`config.mk`:
```
export PLATFORM = sky130hd
export DESIGN_NAME = regfile_write_arbiter
export DESIGN_NICKNAME = d
export VERILOG_FILES = /design/src/rtl/regfile_pkg.sv /design/src/rtl/regfile_write_arbiter_rr_arbiter.sv /design/src/rtl/regfile_write_arbiter.sv
export SDC_FILE = /design/constraint.sdc
export NUM_CORES = 1
export LEC_CHECK = 0
export ABC_AREA = 1
export BUFFER_PORTS_ARGS = -buffer_cell sky130_fd_sc_hd__buf_2
export CORE_MARGIN = 2
export CORE_UTILIZATION = 26
export CTS_CLUSTER_DIAMETER = 200
export DETAILED_ROUTE_END_ITERATION = 10
export HOLD_SLACK_MARGIN = 0.15
export PLACE_DENSITY = 0.55
export SETUP_SLACK_MARGIN = 0.05
export SLEW_MARGIN = 10
export SYNTH_ARGS = -nofsm -noshare
export SYNTH_HDL_FRONTEND = slang
export SYNTH_SLANG_ARGS = --single-unit
```
`constraint.sdc`:
```
create_clock -name clk -period 2.3 [get_ports clk]
set_input_delay 0.345 -clock clk [delete_from_list [all_inputs] [get_ports clk]]
set_output_delay 0.345 -clock clk [all_outputs]
set_load 0.01 [all_outputs]
```
`src/rtl/regfile_pkg.sv`:
```
// Shared constants for the register-file writeback path: widths, the $zero
// register and the fixed writeback requester slots.
package regfile_pkg;

    localparam int REG_AW   = 5;
    localparam int DATA_W   = 32;
    localparam int NUM_REGS = 1 << REG_AW;

    localparam logic [REG_AW-1:0] REG_ZERO = 5'd0;

    localparam int REQ_ALU    = 0;
    localparam int REQ_LOAD   = 1;
    localparam int REQ_MULDIV = 2;

    // Width of an index that can name any of n requesters (at least 1 bit).
    function automatic int idx_width(input int n);
        return (n > 1) ? $clog2(n) : 1;
    endfunction

endpackage

```
`src/rtl/regfile_write_arbiter_rr_arbiter.sv`:
```
// Round-robin arbiter: one-hot grant from a search that starts at an internal
// pointer and wraps; the pointer moves past the winner whenever advance is high.
module rr_arbiter #(
    parameter int NUM_REQ = 3
) (
    input  logic               clk,
    input  logic               rst_n,
    input  logic [NUM_REQ-1:0] req,
    input  logic               advance,
    output logic [NUM_REQ-1:0] grant
);
    import regfile_pkg::*;

    localparam int IDX_W = idx_width(NUM_REQ);
    localparam logic [IDX_W-1:0] LAST_IDX = IDX_W'(NUM_REQ - 1);

    logic [IDX_W-1:0] ptr;
    logic [IDX_W-1:0] pick;
    logic             found;

    always_comb begin
        grant = '0;
        pick  = ptr;
        found = 1'b0;
        for (int i = 0; i < NUM_REQ; i++) begin
            if (!found && req[(int'(ptr) + i) % NUM_REQ]) begin
                grant[(int'(ptr) + i) % NUM_REQ] = 1'b1;
                pick  = IDX_W'((int'(ptr) + i) % NUM_REQ);
                found = 1'b1;
            end
        end
    end

    always_ff @(posedge clk) begin
        if (!rst_n) begin
            ptr <= '0;
        end else if (advance && found) begin
            ptr <= (pick == LAST_IDX) ? '0 : pick + 1'b1;
        end
    end

endmodule

```
`src/rtl/regfile_write_arbiter.sv`:
```
// Shares the register-file write port between NUM_REQ writeback requesters and
// tracks pending writes in a busy scoreboard. Optional: REGFILE_WRITE_BYPASS_EN.
module regfile_write_arbiter #(
    parameter int NUM_REQ = 3,
    parameter int DATA_W  = regfile_pkg::DATA_W,
    parameter int REG_AW  = regfile_pkg::REG_AW
) (
    input  logic                      clk,
    input  logic                      rst_n,
    input  logic [NUM_REQ-1:0]        req_valid,
    input  logic [NUM_REQ*REG_AW-1:0] req_reg,
    input  logic [NUM_REQ*DATA_W-1:0] req_data,
    output logic [NUM_REQ-1:0]        req_ready,
    input  logic                      alloc_valid,
    input  logic [REG_AW-1:0]         alloc_reg,
    input  logic [REG_AW-1:0]         read_register_1,
    input  logic [REG_AW-1:0]         read_register_2,
    output logic                      busy_1,
    output logic                      busy_2,
`ifdef REGFILE_WRITE_BYPASS_EN
    output logic                      fwd_valid_1,
    output logic                      fwd_valid_2,
    output logic [DATA_W-1:0]         fwd_data_1,
    output logic [DATA_W-1:0]         fwd_data_2,
`endif
    output logic                      regwrite,
    output logic [REG_AW-1:0]         write_register,
    output logic [DATA_W-1:0]         write_data
);
    import regfile_pkg::*;

    localparam int NREG = 1 << REG_AW;

    logic [NUM_REQ-1:0] grant;
    logic [NUM_REQ-1:0] gnt;
    logic               any_gnt;
    logic [REG_AW-1:0]  g_reg;
    logic [DATA_W-1:0]  g_data;
    logic               g_nonzero;
    logic [NREG-1:0]    busy;
    logic [NREG-1:0]    busy_next;
    logic               hit_1;
    logic               hit_2;

    rr_arbiter #(
        .NUM_REQ (NUM_REQ)
    ) u_rr_arbiter (
        .clk     (clk),
        .rst_n   (rst_n),
        .req     (req_valid),
        .advance (any_gnt),
        .grant   (grant)
    );

    // Grants are masked during reset so no requester sees a handshake that
    // the reset is about to discard.
    assign gnt       = rst_n ? grant : '0;
    assign any_gnt   = |gnt;
    assign req_ready = gnt;

    // The grant is one-hot, so OR-ing the masked lanes selects the winner.
    always_comb begin
        g_reg  = '0;
        g_data = '0;
        for (int i = 0; i < NUM_REQ; i++) begin
            if (gnt[i]) begin
                g_reg  = g_reg  | req_reg[i*REG_AW +: REG_AW];
                g_data = g_data | req_data[i*DATA_W +: DATA_W];
            end
        end
    end

    assign g_nonzero = (g_reg != REG_AW'(REG_ZERO));

    // NOTE: sequential state uses non-blocking assignments so every flop
    // samples pre-edge values regardless of statement order.
    always_ff @(posedge clk) begin
        if (!rst_n) begin
            regwrite       <= 1'b0;
            write_register <= '0;
            write_data     <= '0;
        end else begin
            regwrite <= any_gnt && g_nonzero;
            if (any_gnt) begin
                write_register <= g_reg;
                write_data     <= g_data;
            end
        end
    end

    // Clear first, then set, so an alloc on the register being written back wins.
    always_comb begin
        busy_next = busy;
        if (any_gnt) begin
            busy_next[g_reg] = 1'b0;
        end
        if (alloc_valid) begin
            busy_next[alloc_reg] = 1'b1;
        end
        busy_next[0] = 1'b0;
    end

    // NOTE: the scoreboard is plain flops, not a RAM, so it is reset as a whole;
    // decode must never see stale busy bits after reset.
    always_ff @(posedge clk) begin
        if (!rst_n) begin
            busy <= '0;
        end else begin
            busy <= busy_next;
        end
    end

`ifdef REGFILE_WRITE_BYPASS_EN
    assign hit_1       = any_gnt && g_nonzero && (g_reg == read_register_1);
    assign hit_2       = any_gnt && g_nonzero && (g_reg == read_register_2);
    assign fwd_valid_1 = hit_1;
    assign fwd_valid_2 = hit_2;
    assign fwd_data_1  = g_data;
    assign fwd_data_2  = g_data;
`else
    assign hit_1 = 1'b0;
    assign hit_2 = 1'b0;
`endif

    assign busy_1 = busy[read_register_1] && !hit_1;
    assign busy_2 = busy[read_register_2] && !hit_2;

endmodule

```
### After elaboration in Yosys (flattened, before gate mapping)

Cells that the tools add are included.

| storage, ports and cells | value |
|---|---|
| flip-flop bits (word level) | 72 |
| input bits | 132 |
| output and inout bits | 43 |
| logic and storage cells | 89 |

| cells by class | value |
|---|---|
| add/subtract/negate cells | 3 |
| div/mod/pow operators | 3 |
| magnitude comparators | 12 |
| equality and inequality tests | 1 |
| mux-type cells | 42 |
| bitwise logic cells | 9 |
| reductions and logical operators | 13 |

Operators with widths:

| cell | count |
|---|---|
| 32-bit 2-to-1 mux | 5 |
| 32-bit by 1-bit greater-or-equal comparator with 1-bit output, second input constant | 3 |
| 32-bit by 4-bit < comparator with 1-bit output, second input constant | 3 |
| 32-bit OR | 3 |
| 32-bit by 3-bit modulo with 32-bit output, second input constant | 2 |
| 32-bit bitwise AND | 1 |
| 3-bit by 3-bit modulo with 32-bit output, second input constant | 1 |
| 32-bit NOT | 1 |
| 5-bit by 6-bit < comparator with 1-bit output, second input constant | 4 |
| 1-bit 2-to-1 mux | 16 |
| 5-bit 2-to-1 mux | 3 |
| 3-bit 2-to-1 mux | 4 |
| 1-bit binary-select mux with 5-bit select | 2 |
| 1-bit demux with 5-bit select | 2 |
| 5-bit by 1-bit greater-or-equal comparator with 1-bit output, second input constant | 2 |
| 5-bit OR | 2 |
| 1-bit logical AND | 9 |
| 2-bit 2-to-1 mux | 4 |
| 1-bit binary-select mux with 2-bit select | 3 |
| 1-bit demux with 2-bit select | 3 |
| 3-bit OR | 2 |
| 5-bit nonzero test | 1 |
| 2-bit by 1-bit adder with 3-bit output, second input constant | 1 |
| 2-bit by 2-bit adder with 3-bit output, second input constant | 1 |
| 4 further kinds | 5 |

### Logic depth before layout (Yosys ltp)

| depth | value |
|---|---|
| depth after elaboration | 26 |
| gate-level depth with buffers | 18 |

### By module

A second synthesis with hierarchy kept.

| second synthesis, totals | value |
|---|---|
| cells, all modules | 672 |
| area total of the unflattened synthesis | 4350.4 sq um |

Modules (own cells, without submodules):

| module | instances | cells an instance | area each (sq um) |
|---|---|---|---|
| regfile_write_arbiter | 1 | 594 | 3925.0 |
| rr_arbiter | 1 | 78 | 425.4 |

### Least setup slack after synthesis

OpenSTA, ideal clock, no wires.

| timing path | value |
|---|---|
| kind | reg-to-reg |
| start | register u_rr_arbiter.ptr[0] |
| end | register busy[4] |
| setup time | 132 ps |
| arrival time | 2077 ps |
| data required time | 2168 ps |
| setup slack | 91 ps |
| stages on the path, launching flop included | 17 |
| buffers on the path | 0 |
| clock period less this slack | 2209 ps |
| cells stage by stage | dfxtp_1 > inv_1 > ha_1 > inv_2 > nand2_1 > nand3_1 > nand2_1 > nand2_1 > nand2_1 > nand2_1 > nand2_2 > nand3_1 > nand3_2 > nor2_2 > nand3_1 > nand2_1 > a21oi_1 |

| on the way | value |
|---|---|
| longest elaborated chain between the ends | 26 |
| elaborated cells on any way between the ends | 57 |
| classes of those cells | add/sub (2); div (3); order compare (8); mux (28); bitwise (7); reduce/logical (9) |

RTL lines:

| element | line | RTL |
|---|---|---|
| from (decl) | regfile_write_arbiter_rr_arbiter.sv:17 | `logic [IDX_W-1:0] ptr;` |
| from (signal assigned) | regfile_write_arbiter_rr_arbiter.sv:38 | `ptr <= (pick == LAST_IDX) ? '0 : pick + 1'b1;` |
| parallel branches: the longest is 10 deep, another holds 32-bit by 3-bit modulo with 32-bit output | -- |  |
| 3-bit 2-to-1 mux * | regfile_write_arbiter_rr_arbiter.sv:26 | `if (!found && req[(int'(ptr) + i) % NUM_REQ]) begin` |
| 3-bit 2-to-1 mux * | regfile_write_arbiter.sv:57 | `assign gnt = rst_n ? grant : '0;` |
| 5-bit 2-to-1 mux | regfile_write_arbiter.sv:66 | `if (gnt[i]) begin` |
| 5-bit OR | regfile_write_arbiter.sv:67 | `g_reg = g_reg \| req_reg[i*REG_AW +: REG_AW];` |
| 5-bit 2-to-1 mux | regfile_write_arbiter.sv:66 |  |
| 5-bit OR | regfile_write_arbiter.sv:67 |  |
| 5-bit 2-to-1 mux | regfile_write_arbiter.sv:66 |  |
| 5-bit by 6-bit < comparator with 1-bit output (implied by the code) or 5-bit by 1-bit greater-or-equal comparator with 1-bit output (tied branches) | regfile_write_arbiter.sv:95 | `busy_next[g_reg] = 1'b0;` |
| 1-bit logical AND (implied by the code) | regfile_write_arbiter.sv:95 |  |
| 1-bit 2-to-1 mux (implied by the code) | regfile_write_arbiter.sv:95 |  |
| 1-bit demux with 5-bit select | regfile_write_arbiter.sv:95 |  |
| 32-bit NOT (no source line) | -- |  |
| 32-bit bitwise AND (no source line) | -- |  |
| 32-bit 2-to-1 mux * | regfile_write_arbiter.sv:94 | `if (any_gnt) begin` |
| 32-bit OR (no source line) | -- |  |
| 32-bit 2-to-1 mux * | regfile_write_arbiter.sv:97 | `if (alloc_valid) begin` |
| to (signal assigned) | regfile_write_arbiter.sv:109 | `busy <= busy_next;` |
| to (decl) | regfile_write_arbiter.sv:40 | `logic [NREG-1:0] busy;` |

Mark *: on every way between the ends. The select of a mux whose other input is x is not followed.
A chain may end at the register's enable or synchronous reset.

### Final worst setup path

| timing path | value |
|---|---|
| start | register u_rr_arbiter.ptr[0] |
| end | output port req_ready[2] |

| on the way | value |
|---|---|
| longest elaborated chain between the ends | 12 |
| elaborated cells on any way between the ends | 41 |
| classes of those cells | add/sub (2); div (3); order compare (6); mux (21); bitwise (2); reduce/logical (7) |

RTL lines:

| element | line | RTL |
|---|---|---|
| parallel branches: the longest is 10 deep, another holds 32-bit by 3-bit modulo with 32-bit output | -- |  |
| 3-bit 2-to-1 mux * | regfile_write_arbiter_rr_arbiter.sv:26 |  |
| 3-bit 2-to-1 mux * | regfile_write_arbiter.sv:57 |  |
| to (decl) | regfile_write_arbiter.sv:13 | `output logic [NUM_REQ-1:0] req_ready,` |

Marked as above.

==> summary.txt <==
Die Width: 130 um
Net Switching: 4190 uW
VDD IR max: 0.919 mV
Initial DRC Count: 263
Clk sinks: 71
Largest family of logic cells by synthesized area: simple AND/OR/NAND/NOR gates
CTS buffer count: 9
Fillcell total: 1613
#FFs+latches synth: 71
Proportion of power drawn by combinational gates: 67.3%
Core Rows: 45
DRC: 0
Synth warn: 0
Net Sw Frac: 44.1%
Register Area: 1430 um2
Root buf cell: clkbuf_16
Fin cells: 1076
Flop pwr share: 17.6%
Drt pass-1 iters: 4
Area delta synth->final: 67.1%
Post-synth ARST share: 0%
Yosys top cell area share: 34.7%
Post-synthesis mux area share: 0%
Total grt overflow: 0
Gate Count Post-Synth: 624
Post-Synth XOR/XNOR Area: 0%
Area of the core: 15300 um2
Design area: 6860 um2
Fin worst setup slack: -112 ps
Final hold slack: 282 ps
Top-count cell post-synth: nand2_1
Worst clock skew: 7.52 ps
Status: finished, violations left
Min Tclk post-route: 2410 ps
Relative slew slack: 34.6%
Post-synth top flop: dfxtp_1
Die Ht: 130 um
Share of post-route cells with drive strength above 1: 47.2%
Synthesized area: 4100 um2
Final Hold Vio Count: 0
Transition time of the tightest slew-check pin: 982 ps
Worst Setup End Kind: output port
Clk network pwr share: 15.1%
Pleak: 0.00286 uW
Worst path slowest cell: dfxtp_2
Routed vias: 5290
CP Data Arrival Time: 2070 ps
Number of buffers added on ports: 174
Clk Latency, worst-skew pair: 350 ps
Vias in the first global route: 5102
Fmax: 0.415 GHz
Failing checks: setup timing
Io pins: 175
Drt via density: 4.92
Tcrit/Tclk final: 105%
EDFF count, synth: 0
Synth Area in Compound Gates: 23.3%
Synth top area cells: dfxtp_1 (35%), nand2_1 (20%), nand3_1 (6.5%), a21oi_1 (6.2%), a41oi_1 (6.0%)
Total placed cells including tap cells: 1038
CP peak stage delay: 340 ps
Family with the most delay on the worst path: buffers and inverters
Hold WC Path Type: input port to flip-flop
Area of the multi-input gates: 3040 um2
Synth top cells by count: nand2_1 (215), dfxtp_1 (71), nand3_1 (53), a21oi_1 (51), o21ai_0 (44)
First-pass GRT wire length: 26600 um
Distinct cells, synth: 34
Mapped Nets: 760
CTS Buffer Depth: 2
Clock transition at path regs: 60 ps
Nets: 996
Largest net degree at the start of global routing: 71
# setup viols final: 59
Max cap viols: 0
Overall power: 9510 uW
Post-synthesis simple-gate area fraction: 33.9%
CTS tree: yes
Diodes inserted: 0
Initial antenna violation count: 0
DP Worst Slack: -93.5 ps
RSZ-0062 raised after global routing: yes
Synth Area in Adders: 1.22%
Sequential share of the synthesized area: 34.7%
GRT Util Overall: 20.7%
Crit path buffers/inverters: 5
Final Max Tran Viols: 0
Routed len/inst: 16.5 um
Critical path class: flip-flop to output port
Crit path cell chain: inv_2, ha_4, inv_4, nand3_1, nand2_4, nand2_2, nand2_1, nand2_2, buf_6, a21oi_4, buf_12, buf_6
Starting density of the core: 26.8%
Global placement routability congestion: 0.865
Largest area contributor in the netlist: dfxtp_1
Final ANT Viol Nets: 0
PD cells: 1390 nW/um2
Post-DP HPWL: 12300 um
Placed cell area: 5580 um2
Avg Cell Area, Syn: 6.57 um2
H-tree lvl count: 3
Die area: 16800 um2
Crit start category: flip-flop
Drt total wl: 17700 um
Required arrival time at the worst endpoint: 1960 ps
Crit Path Max Fanout: 5
Int Pwr: 5320 uW
-- through the flow --
stage          util (%)  setup TNS [ps]
2_1_floorplan         -               0
4_1_cts            41.4            -455
6_report           44.8           -1990
3_3_place_gp       36.5            -936
5_1_grt            44.8          -11340
3_5_place_dp       36.5            -623
-- state kept, by name, indices dropped and copies added (netlist names) --
| register | count |
|---|---|
| u_rr_arbiter.ptr | 2 |
| write_register | 5 |
| busy | 31 |
| write_data | 32 |
| regwrite | 1 |
-- power by group through the flow --
| stage | clock [uW] | combinational (uW) | sequential (uW) |
|---|---|---|---|
| global route | 1530 | 6830 | 1710 |
| floorplan | 0 | 2270 | 1780 |
| CTS | 1480 | 5590 | 1660 |
| finish | 1430 | 6400 | 1680 |
| global placement | 0 | 4400 | 1660 |
| detailed placement | 0 | 4380 | 1670 |
-- worst reg2reg max path, cell delays in order, from the launching register on --
cell and delay [ps]:
dfxtp_2 340, inv_2 50, ha_4 300, inv_4 60, nand3_1 120, nand2_4 90, nand2_2 90, nand2_1 70
nand2_2 90, buf_6 100, a21oi_4 50, buf_4 150, nor3_4 290, buf_6 150, buf_6 100, inv_1 50
nand3_1 60, a21oi_1 60
-- area by class of cell --
cell class	count	share of cell area, %
Timing Repair Buffer	252	24.1
Multi-Input combinational cell	486	44.4
Clock buffer	10	3.49
Tap cell	211	3.85
Inverter	40	2.46
Sequential cell	71	20.8
Clock inverter	6	0.876
-- placed cells by master, fill, tap and decap left out, types with 10 or more instances in the layout --
master	instances
nand2_1	181
buf_2	171
dfxtp_1	69
buf_4	56
a21oi_1	42
nand2_2	33
nor2_1	32
o21ai_0	32
nand3_1	30
a41oi_2	26
inv_1	23
buf_6	17
nand3_2	15
nand3_4	12
nor3_1	12
inv_2	10
o21ai_2	10
clkbuf_16	10
-- timing repair --
| item | in CTS | in global routing |
|---|---|---|
| gates resized for setup | 68 | 114 |
| hold buffers | 0 | 0 |
| buffers inserted | 14 | 5 |
| pin swaps | 14 | 28 |
| setup endpoints to repair | 69 | 74 |
| gates cloned | 3 | 1 |
-- logic make-up (layout without fill, tap and decap cells) --
logic type / count (synthesis) / in the layout
DFF: 71 / 71
buffers and inverters: 67 / 308
AOI/OAI and AO/OA: 152 / 152
and+or+nand+nor: 330 / 330
adders and majority gates: 4 / 4
-- worst paths after layout --
kind	to	slack (ps)	cells past startpoint	start
min reg2reg	write_register[0]$_SDFFE_PN0N_	460	2	write_register[0]$_SDFFE_PN0N_
max reg2reg	u_rr_arbiter.ptr[0]$_SDFFE_PN0P_	-80	17	u_rr_arbiter.ptr[0]$_SDFFE_PN0P_
max	req_ready[2]	-110	12	u_rr_arbiter.ptr[0]$_SDFFE_PN0P_
min	write_data[5]$_SDFFE_PN0N_	280	3	req_data[5]
-- metal layers --
| metal | global-route usage, % | up-vias | share of wire, % | wire length, um |
|---|---|---|---|---|
| met5 | 0 | - | 0 | 0 |
| met4 | 8.60 | 0 | 2.4 | 425 |
| met3 | 5.16 | 26 | 6.3 | 1110 |
| met2 | 36.8 | 201 | 51 | 9120 |
| met1 | 23.5 | 2446 | 40 | 7050 |
| li1 | - | 2617 | - | - |
Power figures use the tool's default switching activity.
